**src/rtl/fifo_wr_if.sv**
```systemverilog
// Requester-side valid/ready bus plus the shared FIFO write port seen by the write arbiter.
interface fifo_wr_if #(
    parameter int unsigned NUM_REQ    = 4,
    parameter int unsigned DATA_WIDTH = 8
) ();
    localparam int unsigned GW = $clog2(NUM_REQ);

    logic [NUM_REQ-1:0]            req_valid;
    logic [NUM_REQ*DATA_WIDTH-1:0] req_data;
    logic [NUM_REQ-1:0]            req_ready;
    logic                          full;
    logic                          w_en;
    logic [DATA_WIDTH-1:0]         w_data;
    logic [GW-1:0]                 grant_id;
    logic                          busy;

    // Requesters and FIFO side.
    modport master (
        output req_valid, req_data, full,
        input  req_ready, w_en, w_data, grant_id, busy
    );

    // Arbiter side.
    modport slave (
        input  req_valid, req_data, full,
        output req_ready, w_en, w_data, grant_id, busy
    );
endinterface

```
**src/rtl/fifo_wr_arbiter.sv**
```systemverilog
// Round-robin arbiter sharing one FIFO write port among NUM_REQ requesters,
// holding each grant for at most BURST_LEN accepted words.
module fifo_wr_arbiter #(
    parameter int unsigned NUM_REQ    = 4,
    parameter int unsigned DATA_WIDTH = 8,
    parameter int unsigned BURST_LEN  = 4
) (
    input logic       clk,
    input logic       rst,
    fifo_wr_if.slave  wr_if
);
    localparam int unsigned GW = $clog2(NUM_REQ);
    localparam int unsigned BW = $clog2(BURST_LEN) + 1;

    localparam logic [0:0] IDLE  = 1'b0;
    localparam logic [0:0] GRANT = 1'b1;

    localparam logic [BW-1:0] LAST_BEAT = BW'(BURST_LEN - 1);
    localparam logic [GW-1:0] LAST_REQ  = GW'(NUM_REQ - 1);

    logic [0:0]            state_q, state_d;
    logic [GW-1:0]         grant_q, grant_d;
    logic [GW-1:0]         last_q, last_d;
    logic [BW-1:0]         beat_q, beat_d;
    logic                  busy_q, busy_d;

    logic [GW-1:0]         sel_c;
    logic                  sel_valid_c;
    logic                  cur_valid_c;
    logic [DATA_WIDTH-1:0] cur_data_c;
    logic                  xfer_c;
    logic [NUM_REQ-1:0]    ready_c;

    // Round-robin pick: first valid above last_q, otherwise wrap to the lowest valid.
    always_comb begin
        sel_c       = '0;
        sel_valid_c = 1'b0;
        for (int i = 0; i < NUM_REQ; i++) begin
            if (!sel_valid_c && wr_if.req_valid[i] && (GW'(i) > last_q)) begin
                sel_c       = GW'(i);
                sel_valid_c = 1'b1;
            end
        end
        for (int i = 0; i < NUM_REQ; i++) begin
            if (!sel_valid_c && wr_if.req_valid[i] && (GW'(i) <= last_q)) begin
                sel_c       = GW'(i);
                sel_valid_c = 1'b1;
            end
        end
    end

    // Select the grant holder's valid and data.
    always_comb begin
        cur_valid_c = 1'b0;
        cur_data_c  = '0;
        for (int i = 0; i < NUM_REQ; i++) begin
            if (GW'(i) == grant_q) begin
                cur_valid_c = wr_if.req_valid[i];
                cur_data_c  = wr_if.req_data[i*DATA_WIDTH +: DATA_WIDTH];
            end
        end
    end

    // Full backpressure is combinational so a word is never written into a full FIFO.
    assign xfer_c = (state_q == GRANT) && cur_valid_c && !wr_if.full;

    always_comb begin
        ready_c = '0;
        for (int i = 0; i < NUM_REQ; i++) begin
            if (GW'(i) == grant_q) begin
                ready_c[i] = xfer_c;
            end
        end
    end

    assign wr_if.req_ready = ready_c;
    assign wr_if.w_en      = xfer_c;
    assign wr_if.w_data    = cur_data_c;
    assign wr_if.grant_id  = grant_q;
    assign wr_if.busy      = busy_q;

    // Next-state: grant in IDLE, release on burst exhaustion or requester going idle.
    always_comb begin
        state_d = state_q;
        grant_d = grant_q;
        last_d  = last_q;
        beat_d  = beat_q;
        case (state_q)
            IDLE: begin
                if (sel_valid_c) begin
                    grant_d = sel_c;
                    last_d  = sel_c;
                    beat_d  = '0;
                    state_d = GRANT;
                end
            end
            GRANT: begin
                if (!cur_valid_c) begin
                    state_d = IDLE;
                end else if (xfer_c) begin
                    if (beat_q == LAST_BEAT) begin
                        beat_d  = '0;
                        state_d = IDLE;
                    end else begin
                        beat_d = beat_q + BW'(1);
                    end
                end
            end
            default: state_d = IDLE;
        endcase
        busy_d = (state_d == GRANT);
    end

    always_ff @(posedge clk or posedge rst) begin
        if (rst) begin
            state_q <= IDLE;
            grant_q <= '0;
            last_q  <= LAST_REQ;
            beat_q  <= '0;
            busy_q  <= 1'b0;
        end else begin
            state_q <= state_d;
            grant_q <= grant_d;
            last_q  <= last_d;
            beat_q  <= beat_d;
            busy_q  <= busy_d;
        end
    end
endmodule

```
**src/flat_wrapper.sv**
```systemverilog
// flat-port wrapper written by rule: the top's interface ports become plain ports
module fifo_wr_arbiter_flat 
#(
    parameter int unsigned NUM_REQ    = 4,
    parameter int unsigned DATA_WIDTH = 8,
    parameter int unsigned BURST_LEN  = 4
)
  (clk, rst, wr_if_req_valid, wr_if_req_data, wr_if_full, wr_if_req_ready, wr_if_w_en, wr_if_w_data, wr_if_grant_id, wr_if_busy);
  fifo_wr_if #(.NUM_REQ(NUM_REQ), .DATA_WIDTH(DATA_WIDTH)) wr_if_i ();
  input logic clk;
  input logic rst;
  input wire logic [$bits(wr_if_i.req_valid)-1:0] wr_if_req_valid;
  input wire logic [$bits(wr_if_i.req_data)-1:0] wr_if_req_data;
  input wire logic [$bits(wr_if_i.full)-1:0] wr_if_full;
  output wire logic [$bits(wr_if_i.req_ready)-1:0] wr_if_req_ready;
  output wire logic [$bits(wr_if_i.w_en)-1:0] wr_if_w_en;
  output wire logic [$bits(wr_if_i.w_data)-1:0] wr_if_w_data;
  output wire logic [$bits(wr_if_i.grant_id)-1:0] wr_if_grant_id;
  output wire logic [$bits(wr_if_i.busy)-1:0] wr_if_busy;
  assign wr_if_i.req_valid = wr_if_req_valid;
  assign wr_if_i.req_data = wr_if_req_data;
  assign wr_if_i.full = wr_if_full;
  assign wr_if_req_ready = wr_if_i.req_ready;
  assign wr_if_w_en = wr_if_i.w_en;
  assign wr_if_w_data = wr_if_i.w_data;
  assign wr_if_grant_id = wr_if_i.grant_id;
  assign wr_if_busy = wr_if_i.busy;
  fifo_wr_arbiter #(.NUM_REQ(NUM_REQ), .DATA_WIDTH(DATA_WIDTH), .BURST_LEN(BURST_LEN)) u_core (.clk(clk), .rst(rst), .wr_if(wr_if_i));
endmodule
```
**config.mk**
```make
export PLATFORM = sky130hd
export DESIGN_NAME = fifo_wr_arbiter_flat
export DESIGN_NICKNAME = d
export VERILOG_FILES = /design/src/rtl/fifo_wr_if.sv /design/src/rtl/fifo_wr_arbiter.sv /design/src/flat_wrapper.sv
export SDC_FILE = /design/constraint.sdc
export NUM_CORES = 1
export LEC_CHECK = 0
export CAP_MARGIN = 20
export CELL_PAD_IN_SITES_DETAIL_PLACEMENT = 0
export CELL_PAD_IN_SITES_GLOBAL_PLACEMENT = 1
export CORE_ASPECT_RATIO = 0.7
export CORE_MARGIN = 3
export CORE_UTILIZATION = 26
export CTS_CLUSTER_DIAMETER = 150
export DETAILED_ROUTE_END_ITERATION = 12
export PLACE_DENSITY_LB_ADDON = 0.08
export SLEW_MARGIN = 20
export SYNTH_ARGS = -nofsm -noshare
export SYNTH_HDL_FRONTEND = slang
export SYNTH_SLANG_ARGS = --single-unit
```
**constraint.sdc**
```tcl
create_clock -name clk -period 2.31 [get_ports clk]
set_clock_uncertainty 0.05 [all_clocks]
set_input_delay 0.462 -clock clk [delete_from_list [all_inputs] [get_ports clk]]
set_output_delay 0.462 -clock clk [all_outputs]
set_load 0.01 [all_outputs]
```
==> reports/metrics.cfg <==
[outcome]
status=finished clean

[clock_network]
cts_sinks=8
ctsHoldBuffers=0
root_buffer=clkbuf_8
cts_tree=yes
clockBufferDepth=2
cts.clk_slew.worst_paths_ns=0.04
htreeDepth=1
numCtsBuffers=3
clock_latency_ns=0.23

[worst_hold_path]
hp-class=primary input to async pin

[routing]
wl_um=2600
wl_per_cell_um=15.9
drtPass1Iterations=4
drc=0
ant_nets=0
viasPerCell=4.85
drt-initial-drc-count=18
via_count=795

[final_layout]
final_nets=171
drive_above_1_share_pct=26.9
antennaDiodeCount=0
final_common_cell=clkdlybuf4s50_1
num-fill-cells=252
fin_area_um2=1430
syn2layout_area_growth_pct=87.2
final_cell_mix=clkdlybuf4s50_1, buf_4, dlygate4sd2_1

[die]
core_um2=2630
row_count=15
fp.dieW_um=70.8
initial_core_util_pct=29.1
die_area_um2=3640
io_pins=55
fp.dieH_um=51.4

[placement]
place_area_um2=1390
gp_congestion=0.799
port_buffers=54
hpwl_um=2200

[worst_setup_path]
path_buf_inv=2
path_delay_family=buffers and inverters
critPathKind=primary input to output port
cp-start-kind=primary input
cp_data_arrival_time_ns=1.74
cp_cell_sequence=clkdlybuf4s50_1 > or3b_4 > o22ai_4 > dlygate4sd2_1
crit_required_ns=1.80
worstPathMaxFanout=3
cpMaxStageDelayCell=clkdlybuf4s50_1
crit_path_max_incr_delay_ns=0.44
endpoint_kind=output port

[timing]
max_slew_margin_pct=73.2
rsz0062_at_grt=false
final_max_slew_viol_count=0
setup-violations-final=0
period_needed_ns=2.26
hold_viol=0
fin_crit_sh_pct=97.6
hold_ws_ns=0.426
fmax_ghz=0.443
worstMarginPinSlew_ns=0.398

[yosys]
synth_area_um2=764
synth_area_leaders=mux4_2, dfrtp_1, dfstp_2
yosys_most_used_dff=dfrtp_1
ys_ff_latch=8
yosys_warnings=0
synth_enable_flop_cells=0
netlist_instances=65
ys_types=30
synth.avg_cell_area_um2=11.8
yosysTopAreaCell=mux4_2
mappedNetlistNets=105
synthArstFlopShare_pct=100
synth_top_area_share_pct=23.6
seq_area_frac_synth_pct=26.5

[pwr]
p_seq_share_pct=20.1
p_sw_uw=505
combPwrFrac_pct=66.9
p_leak_nw=0.581
swShare_pct=36.7
clkPwrFrac_pct=13.0
vdd_drop_max_uv=561
power_mw=1.38
internal_power_uw=870
power_density_nw_per_um2=961

[grt]
grt.busiest_layer=met1
grt.total_usage_pct=14.7
use_met3_pct=5.11
grt_max_degree=13
grt_pass1_vias=745
grt_pass1_wl_um=4040
grt.met2_usage_pct=20.2
groute.layer.met1.usage_pct=21.9
grt.overflow.total=0
antenna_found_initial=0

[flow_run]
maxCapViolCount=0

[what timing repair did]
action	4_1_cts	5_1_grt
gates resized for setup	14	6
endpoints found under the hold margin	0	0
buffers inserted	1	0
setup endpoints to repair	12	4
cloned	0	0
[power by group through the flow]
stage	combinational (mW)	sequential, mW	clock (mW)
after detailed placement	0.980	0.279	0
after global placement	0.976	0.274	0
after global routing	1.00	0.288	0.194
after floorplan	0.571	0.270	0
after CTS	0.932	0.277	0.184
final	0.920	0.276	0.179
[layer usage]
metal  wire [um]  part of all wire [%]
met4          10                  0.38
met1        1260                    49
met3         195                   7.5
met5           0                     0
met2        1130                    43
[worst reg2reg max path, delay by kind of cell, from the launching register on]
| kind | cells | cell delay [ns] |
|---|---|---|
| AO/OA/AOI/OAI | 1 | 0.12 |
| buffers and inverters | 1 | 0.15 |
| flip-flops | 1 | 0.39 |
| multiplexers | 1 | 0.18 |
| AND/OR/NAND/NOR | 1 | 0.44 |
[per-stage QoR]
step           setup TNS [ns]  instances  worst slack, ns  utilization [%]
5_1_grt                     0        164         0.000391             54.5
2_1_floorplan               0         65            0.621                -
6_report                    0        164           0.0548             54.5
3_3_place_gp           -0.872        159           -0.259             53.0
3_5_place_dp            -1.21        159           -0.285             53.0
4_1_cts                     0        164          0.00318             54.5
[area by class of cell]
type / count / area, um2 / area share (%)
multi-input cells: 49 / 520 / 36.4
flip-flops and latches: 8 / 203 / 14.2
repair buffers: 65 / 606 / 42.3
inverters: 4 / 15.0 / 1.05
clock buffers: 4 / 45.0 / 3.15
well taps: 34 / 42.5 / 2.97
[cells in the mapped netlist, types with 3 or more instances]
cell      instances
nand2b_1          3
nand3b_1          3
nor2_1            3
inv_1             4
o21ai_0           5
dfrtp_1           6
mux4_2            8
[kinds of logic (layout without fill, tap and decap cells)]
family	Yosys count	after routing	share of synthesized area [%]
buffers and inverters	8	73	6.05
DFF	8	8	26.5
muxes	13	13	33.6
and+or+nand+nor	20	20	17.5
AOI/OAI and AO/OA	15	15	14.7
adders and majority gates	1	1	1.64
[state kept, by name (all words and copies together) (netlist names)]
name                   count
u_core.wr_if.grant_id      2
u_core.beat_q              3
u_core.state_q             1
u_core.last_q              2
[worst paths after layout]
kind	cells past startpoint	from	slack, ns	end
worst min register to register	2	u_core.last_q[0]	0.43	u_core.last_q[0]
worst max register to register	4	u_core.wr_if.grant_id[0]	0.90	u_core.beat_q[1]
min in group clk	2	u_core.last_q[0]	0.43	u_core.last_q[0]
max in group asynchronous	2	rst	1.50	u_core.last_q[0]
worst min-delay path	2	rst	0.43	u_core.beat_q[0]
worst max-delay path	4	wr_if_full	0.05	wr_if_w_en
Note: power is estimated with default switching activity, not from simulation.
